`config.mk`:
```
export PLATFORM = sky130hd
export DESIGN_NAME = letter_writer
export DESIGN_NICKNAME = d
export VERILOG_FILES = /design/src/rtl/letter_writer.sv
export SDC_FILE = /design/constraint.sdc
export NUM_CORES = 1
export LEC_CHECK = 0
export BUFFER_PORTS_ARGS = -buffer_cell sky130_fd_sc_hd__clkbuf_2
export CAP_MARGIN = 20
export CORE_AREA = 2 2 39 41
export CTS_CLUSTER_SIZE = 16
export DETAILED_ROUTE_END_ITERATION = 10
export DIE_AREA = 0 0 41 43
export PLACE_DENSITY = 0.73
export RECOVER_POWER = 50
export SETUP_SLACK_MARGIN = 0.5
export SLEW_MARGIN = 40
export SYNTH_ARGS = -nofsm -noshare
export SYNTH_HDL_FRONTEND = slang
export SYNTH_SLANG_ARGS = --single-unit
```
`constraint.sdc`:
```
create_clock -name clk -period 2.3 [get_ports clk]
set_input_delay 0.23 -clock clk [delete_from_list [all_inputs] [get_ports clk]]
set_output_delay 0.23 -clock clk [all_outputs]
set_load 0.01 [all_outputs]
```
`src/rtl/letter_writer.sv`:
```
// letter_writer: streams one 3-row glyph frame (lead blank, three glyph
// columns, trail blank) over a valid/ready column interface.
module letter_writer (
    input  logic       clk,
    input  logic       reset,
    input  logic       start,
    input  logic [1:0] letter,
    input  logic       ready,
    output logic [2:0] bits,
    output logic       valid,
    output logic       busy,
    output logic       done
);

    typedef enum logic [2:0] {
        IDLE  = 3'd0,
        LEAD  = 3'd1,
        COL0  = 3'd2,
        COL1  = 3'd3,
        COL2  = 3'd4,
        TRAIL = 3'd5
    } state_t;

    state_t     state, nxt_state;
    logic [1:0] ltr, nxt_ltr;
    logic       nxt_done;

    // Column pattern for a given state and glyph; blank outside COL0..COL2.
    function automatic logic [2:0] glyph(input state_t s, input logic [1:0] l);
        logic [2:0] c;
        c = 3'b000;
        case (s)
            COL0: case (l)
                2'd0: c = 3'b111;
                2'd1: c = 3'b101;
                2'd2: c = 3'b100;
                default: c = 3'b111;
            endcase
            COL1: case (l)
                2'd0: c = 3'b001;
                2'd1: c = 3'b111;
                2'd2: c = 3'b111;
                default: c = 3'b001;
            endcase
            COL2: case (l)
                2'd0: c = 3'b001;
                2'd1: c = 3'b101;
                2'd2: c = 3'b100;
                default: c = 3'b111;
            endcase
            default: c = 3'b000;
        endcase
        return c;
    endfunction

    // Next-state logic; outside IDLE valid is always 1, so ready alone marks a transfer.
    always_comb begin
        nxt_state = state;
        nxt_ltr   = ltr;
        nxt_done  = 1'b0;
        case (state)
            IDLE: if (start) begin
                nxt_state = LEAD;
                nxt_ltr   = letter;
            end
            LEAD:  if (ready) nxt_state = COL0;
            COL0:  if (ready) nxt_state = COL1;
            COL1:  if (ready) nxt_state = COL2;
            COL2:  if (ready) nxt_state = TRAIL;
            TRAIL: if (ready) begin
                nxt_state = IDLE;
                nxt_done  = 1'b1;
            end
            default: nxt_state = IDLE;
        endcase
    end

    // State register with outputs decoded one step early so they are registered.
    always_ff @(posedge clk) begin
        if (reset) begin
            state <= IDLE;
            ltr   <= 2'd0;
            bits  <= 3'b000;
            valid <= 1'b0;
            busy  <= 1'b0;
            done  <= 1'b0;
        end else begin
            state <= nxt_state;
            ltr   <= nxt_ltr;
            bits  <= glyph(nxt_state, nxt_ltr);
            valid <= (nxt_state != IDLE);
            busy  <= (nxt_state != IDLE);
            done  <= nxt_done;
        end
    end

endmodule
```
==> results of run 1 <==
-- worst max-delay path by stage --
| stage | start | to | depth (start not counted) |
|---|---|---|---|
| floorplan | state[0]$_SDFF_PP0_ | bits[1]$_SDFF_PP0_ | 7 |
| global placement | state[0]$_SDFF_PP0_ | bits[1]$_SDFF_PP0_ | 7 |
| detailed placement | state[0]$_SDFF_PP0_ | bits[1]$_SDFF_PP0_ | 7 |
| CTS | state[2]$_SDFF_PP0_ | bits[1]$_SDFF_PP0_ | 7 |
| global route | state[2]$_SDFF_PP0_ | bits[1]$_SDFF_PP0_ | 7 |
| finish | state[2]$_SDFF_PP0_ | bits[1]$_SDFF_PP0_ | 7 |
-- routing by layer --
metal  track usage  wire length (µm)
met1         0.212               564
met2         0.259               631
met3        0.0785                67
met4         0.140                40
met5             0                 0
-- state kept, by name, summed over array words and instances, names as in the netlist --
name	cells
bits	3
state	3
ltr	2
busy	1
done	1
-- metrics by stage --
step | setup WS [ps] | cell area [µm²] | total power [W] | std cells
2_1_floorplan | 358 | 638 | 0.000300 | 69
3_3_place_gp | 325 | 678 | 0.000317 | 92
3_5_place_dp | 291 | 678 | 0.000321 | 92
4_1_cts | 363 | 738 | 0.000496 | 98
5_1_grt | 220 | 727 | 0.000520 | 98
6_report | 365 | 727 | 0.000491 | 98
-- placed cells by master (no fill, tap or decap), types with 2 or more instances in the layout --
cell type  instances
clkbuf_2           5
o21ai_0            3
inv_1              4
a21o_1             2
xor2_1             2
a311oi_1           2
clkbuf_1           7
nor3_1             2
buf_4              4
nand2_1            3
dfxtp_1            9
clkbuf_4           3
ha_1               2
nor2_1             4
a21oi_1            5
mux2i_2            2
nor4_1             2
-- layout make-up --
type,instances,area [µm²],area share
repair buffers,16,81.3,0.112
flip-flops and latches,10,201,0.277
clock buffers,4,36.3,0.0499
multi-input cells,47,369,0.508
inverters,5,18.8,0.0258
well taps,16,20.0,0.0275
-- cell families (layout without fill, tap and decap cells) --
family,Yosys count,count (layout),share of synthesized area
simple gates,22,22,0.244
compound gates,18,18,0.194
buf+inv,12,25,0.122
flops,10,10,0.320
fa+ha+maj,3,3,0.0600
xor+xnor,2,2,0.0280
mux,2,2,0.0320
-- cells in the mapped netlist, types with 2 or more instances --
cell | instances | area (µm²)
a21o_1 | 2 | 15.0
a21oi_1 | 5 | 25.0
a311oi_1 | 2 | 17.5
buf_4 | 2 | 15.0
buf_6 | 3 | 33.8
dfxtp_1 | 10 | 200
ha_1 | 3 | 37.5
inv_1 | 5 | 18.8
mux2i_1 | 2 | 20.0
nand2_1 | 3 | 11.3
nor2_1 | 4 | 15.0
nor3_1 | 2 | 10.0
nor4_1 | 2 | 12.5
o21ai_0 | 3 | 15.0
xor2_1 | 2 | 17.5
-- repair_timing --
action | in CTS | in global routing
setup buffers | 2 | 0
setup endpoints to repair | 2 | 2
gates resized for setup | 4 | 0
pin swaps | 1 | 0
-- power breakdown --
part	switching, W	internal, W	total, W
Clock	0.0000691	0.0000964	0.000166
Sequential	0.00000721	0.000185	0.000192
Combinational	0.0000731	0.0000605	0.000134
==> impl_metrics.py, run 1 <==
metrics = {
    "placed_design": {
        "place_congestion": 0.751,
        "dpl.hpwl_um": 885,
        "io_buffers": 11,
    },
    "layout": {
        "antenna_cells": 0,
        "fin_nets": 92,
        "area_delta_synth_final_pct": 16.2,
        "fillers": 137,
        "drive_gt1_frac": 0.256,
        "final_core_util": 0.525,
    },
    "logic_synthesis": {
        "syn_nets": 78,
        "synthCells": 69,
        "synth-edff-count": 0,
        "synth_seq_area_share": 0.320,
        "ys_types": 34,
        "synth_area_um2": 626,
        "ys_ff_latch": 10,
        "ys.flop_type": "dfxtp_1",
        "yosysWarnings": 0,
        "avgSynthCellArea_um2": 9.07,
        "async_flop_share": 0,
    },
    "critical_path": {
        "required_ps": 2490,
        "crit_family": "simple AND/OR/NAND/NOR gates",
        "end_kind": "flop",
        "reg2reg_depth": 7,
        "cp_data_arrival_time_ps": 2130,
        "r2r_setup_slack_ps": 370,
        "r2r_end": "bits[1]$_SDFF_PP0_",
        "worstPathCellList": "nor4b_4 > mux2i_2 > inv_2 > ha_4 > nand4b_1 > a21o_1 > a311oi_1",
        "start_kind": "flop",
        "cp_slowest_stage_delay_ps": 380,
        "r2r-start": "state[2]$_SDFF_PP0_",
        "crit_slowest_cell": "nor4b_4",
        "cp_num_buf_inv": 1,
        "critPathMaxFanout": 4,
        "worstSetupPathType": "flop to flop",
    },
    "detailed_routing": {
        "vias": 546,
        "drt_wl_total_um": 1300,
        "avgRoutedWirePerCell_um": 13.3,
        "ant_nets": 0,
        "drt_iter0_markers": 4,
        "dr.pass1.iters": 4,
        "routed_via_density": 5.57,
        "drcViolationCount": 0,
    },
    "cts": {
        "numCtsBuffers": 3,
        "path_clk_slew_ps": 70,
        "htreeDepth": 1,
        "cts.sinks": 10,
        "cts_tree": "built",
        "cts.hold.buffers_added": 0,
        "cts_buffer_depth": 2,
        "clk_latency_ps": 280,
        "clock_tree.root_cell": "clkbuf_4",
    },
    "global_route": {
        "grt_use_total": 0.186,
        "antenna_found_initial": 0,
        "grt_pass1_vias": 468,
        "grt-ovfl-total": 0,
        "grt_pass1_wl_um": 2060,
        "grt_max_degree": 18,
    },
    "worst_hold_path": {
        "hold_path_class": "primary input to flop",
        "min_delay_path_depth": 2,
        "hold_end": "state[2]$_SDFF_PP0_",
        "min_from": "reset",
    },
    "die": {
        "rows": 14,
        "die_w_um": 41,
        "fp.coreArea_mm2": 0.00138,
        "die_area_mm2": 0.00176,
        "ioPinCount": 12,
        "start_util": 0.452,
        "die_h_um": 43,
    },
    "run": {
        "drv_cap": 0,
    },
    "timing": {
        "max_freq_mhz": 517,
        "fin_setup_tns_ps": 0,
        "hold_slack_ps": 270,
        "clock_skew_ps": 2.23,
        "post-route-period-util": 0.841,
        "worst-slew-pin-transition_ps": 571,
        "drv_slew": 0,
        "hold_viol": 0,
        "setup_violations": 0,
        "rsz0062_at_grt": "yes",
        "fin_crit_ps": 1930,
        "slew_headroom": 0.619,
    },
    "power": {
        "peakVddDrop_mv": 0.405,
        "powerDensity_mw_per_mm2": 676,
        "p_leak_nw": 0.291,
    },
    "run_status": {
        "status": "complete, no violations",
    },
}
Note: power is estimated with default switching activity, not from simulation.
==> inputs of run 2 (changes only) <==
--- a/config.mk
+++ b/config.mk
@@ -5,13 +5,14 @@
 export SDC_FILE = /design/constraint.sdc
 export NUM_CORES = 1
 export LEC_CHECK = 0
+export ABC_AREA = 1
 export BUFFER_PORTS_ARGS = -buffer_cell sky130_fd_sc_hd__clkbuf_2
 export CAP_MARGIN = 20
 export CORE_AREA = 2 2 39 41
 export CTS_CLUSTER_SIZE = 16
 export DETAILED_ROUTE_END_ITERATION = 10
 export DIE_AREA = 0 0 41 43
-export PLACE_DENSITY = 0.73
+export PLACE_DENSITY = 0.68
 export RECOVER_POWER = 50
 export SETUP_SLACK_MARGIN = 0.5
 export SLEW_MARGIN = 40
==> constraint.sdc (replaced) <==
create_clock -name clk -period 1.7 [get_ports clk]
set_input_delay 0.17 -clock clk [delete_from_list [all_inputs] [get_ports clk]]
set_output_delay 0.17 -clock clk [all_outputs]
set_load 0.01 [all_outputs]
==> impl_metrics.py, run 2 <==
metrics = {
    "critical_path": {
        "cp_data_arrival_time_ps": 1710,
        "r2r_setup_slack_ps": 150,
        "r2r-start": "state[1]$_SDFF_PP0_",
        "start_kind": "flop",
        "startpoint": "state[1]$_SDFF_PP0_",
        "critPathMaxFanout": 3,
        "worstPathCellList": "nor2_2 > nand2_2 > nor2_4 > inv_2 > o21ai_2 > inv_2 > ha_4 > inv_2 > nand2_2 > nand2_2 > nor2_2 > nor2_1",
        "crit_slowest_cell": "dfxtp_2",
        "worstSetupPathType": "flop to flop",
        "end_kind": "flop",
        "reg2reg_depth": 12,
        "r2r_end": "bits[1]$_SDFF_PP0_",
        "cp_slowest_stage_delay_ps": 330,
        "crit_path_end": "bits[1]$_SDFF_PP0_",
        "required_ps": 1860,
    },
    "detailed_routing": {
        "dr.max_layer_used": "met4",
        "dr.pass1.iters": 3,
        "ant_nets": 0,
        "drt_wl_total_um": 1040,
        "vias": 502,
        "drt_iter0_markers": 12,
        "routed_via_density": 4.74,
        "dr_wl_met3_um": 64,
        "met2_length_um": 542,
        "avgRoutedWirePerCell_um": 9.79,
        "drcViolationCount": 0,
        "drt-met1-wl_um": 410,
    },
    "layout": {
        "fin_nets": 100,
        "drive_gt1_frac": 0.489,
        "design_area_um2": 719,
        "antenna_cells": 0,
        "layout_common_cells": "9 x nand2_2, 8 x nand2_1, 8 x dfxtp_1, 7 x nor2_1",
        "layout_commonest_cell": "nand2_2",
        "area_delta_synth_final_pct": 34.7,
        "top_regs": "bits: 3 flops, state: 3 flops, ltr: 2 flops",
    },
    "run": {
        "drv_cap": 0,
    },
    "global_route": {
        "grt_pass1_wl_um": 1660,
        "grt_max_degree": 11,
        "antenna_found_initial": 0,
        "grt-ovfl-total": 0,
        "grt_pass1_vias": 434,
        "grt_use_total": 0.145,
    },
    "cts": {
        "cts_buffer_depth": 2,
        "cts_tree": "built",
        "path_clk_slew_ps": 70,
        "cts.hold.buffers_added": 0,
        "clock_tree.root_cell": "clkbuf_4",
        "clk_latency_ps": 270,
        "htreeDepth": 1,
        "numCtsBuffers": 3,
        "cts.sinks": 10,
    },
    "power": {
        "p_leak_nw": 0.343,
        "powerDensity_mw_per_mm2": 1050,
        "p_total_w": 0.000754,
        "peakVddDrop_mv": 0.649,
    },
    "logic_synthesis": {
        "yosys-top-cells-count": "12 x nand2_1, 10 x dfxtp_1, 10 x nor2_1",
        "ys_ff_latch": 10,
        "synth_seq_area_share": 0.375,
        "synth-edff-count": 0,
        "synthCells": 72,
        "synth_area_um2": 534,
        "ys.flop_type": "dfxtp_1",
        "avgSynthCellArea_um2": 7.42,
        "async_flop_share": 0,
        "ys_top_cells_by_area": "dfxtp_1 37%, nand2_1 8.4%, ha_1 7.0%",
        "synth_top_area_frac": 0.375,
        "yosysMostFrequentCell": "nand2_1",
        "yosysWarnings": 0,
        "yosys.area.top_type": "dfxtp_1",
        "ys_types": 22,
        "syn_nets": 81,
    },
    "timing": {
        "drv_slew": 0,
        "post-route-period-util": 0.911,
        "hold_slack_ps": 190,
        "setup_violations": 0,
        "max_freq_mhz": 646,
        "slew_headroom": 0.774,
        "worst-slew-pin-transition_ps": 338,
        "clock_skew_ps": 2.52,
        "rsz0062_at_grt": "yes",
        "fin_crit_ps": 1550,
        "hold_viol": 0,
    },
    "placed_design": {
        "dpl.hpwl_um": 801,
        "dpl_cell_area_um2": 623,
        "io_buffers": 11,
        "place_congestion": 0.763,
    },
    "die": {
        "die_h_um": 43,
        "die_area_mm2": 0.00176,
        "rows": 14,
        "fp.coreArea_mm2": 0.00138,
        "ioPinCount": 12,
        "start_util": 0.386,
        "die_w_um": 41,
    },
    "worst_hold_path": {
        "hold_path_class": "primary input to flop",
    },
    "run_status": {
        "status": "complete, no violations",
    },
}
run 2: worst min path at each step:
| stage | slack (ps) | to | startpoint | cells after the start |
|---|---|---|---|---|
| after floorplan | 330 | ltr[1]$_SDFF_PP0_ | letter[1] | 2 |
| after detailed placement | 470 | bits[0]$_SDFF_PP0_ | reset | 2 |
| after global placement | 460 | ltr[0]$_SDFF_PP0_ | letter[0] | 3 |
| after CTS | 190 | bits[0]$_SDFF_PP0_ | reset | 2 |
| final | 190 | bits[0]$_SDFF_PP0_ | reset | 2 |
| after global routing | 190 | bits[0]$_SDFF_PP0_ | reset | 2 |
run 2: area by class of cell:
class | instances | area, µm²
clock buffers | 4 | 36.3
fillers | 128 | 664
inverters | 13 | 52.6
multi-input cells | 47 | 319
flip-flops and latches | 10 | 203
well taps | 16 | 20.0
repair buffers | 16 | 88.8
run 2: what timing repair did:
item                                    4_1_cts  5_1_grt
buffers inserted                              0        2
endpoints found under the setup margin        3        6
resized for setup                             2       15
gates cloned                                  0        0
pin swaps                                     1       10
run 2: cells by family after synthesis:
group	count (synthesis)	share of synthesized area
adders and majority gates	3	0.0703
buffers and inverters	15	0.115
AOI/OAI and AO/OA	7	0.101
and+or+nand+nor	37	0.340
DFF	10	0.375
run 2: metrics by stage:
step / TNS [ps] / worst slack, ps / utilization / std cells
2_1_floorplan: 0 / 140 / - / 72
3_3_place_gp: 0 / 82.5 / 0.450 / 100
3_5_place_dp: 0 / 58.3 / 0.450 / 100
4_1_cts: 0 / 97.2 / 0.478 / 104
5_1_grt: -8.86 / -8.86 / 0.520 / 106
6_report: 0 / 151 / 0.520 / 106
run 2: where the power goes:
| part | leakage [nW] | switching (W) | internal (W) |
|---|---|---|---|
| Clock | 0.0210 | 0.0000835 | 0.000130 |
| Sequential | 0.0829 | 0.0000130 | 0.000262 |
| Combinational | 0.239 | 0.000154 | 0.000112 |
run 2: critical path: cells and delay by family (launching register included):
family | cells | cell delay [ps]
adders and majority gates | 1 | 260
and+or+nand+nor | 7 | 530
buffers and inverters | 3 | 160
AOI/OAI and AO/OA | 1 | 160
DFF | 1 | 330
run 2: routing by layer:
metal / vias up / global-route usage
met5: - / 0
li1: 262 / -
met3: 2 / 0.0942
met4: 0 / 0.0800
met1: 227 / 0.150
met2: 11 / 0.213
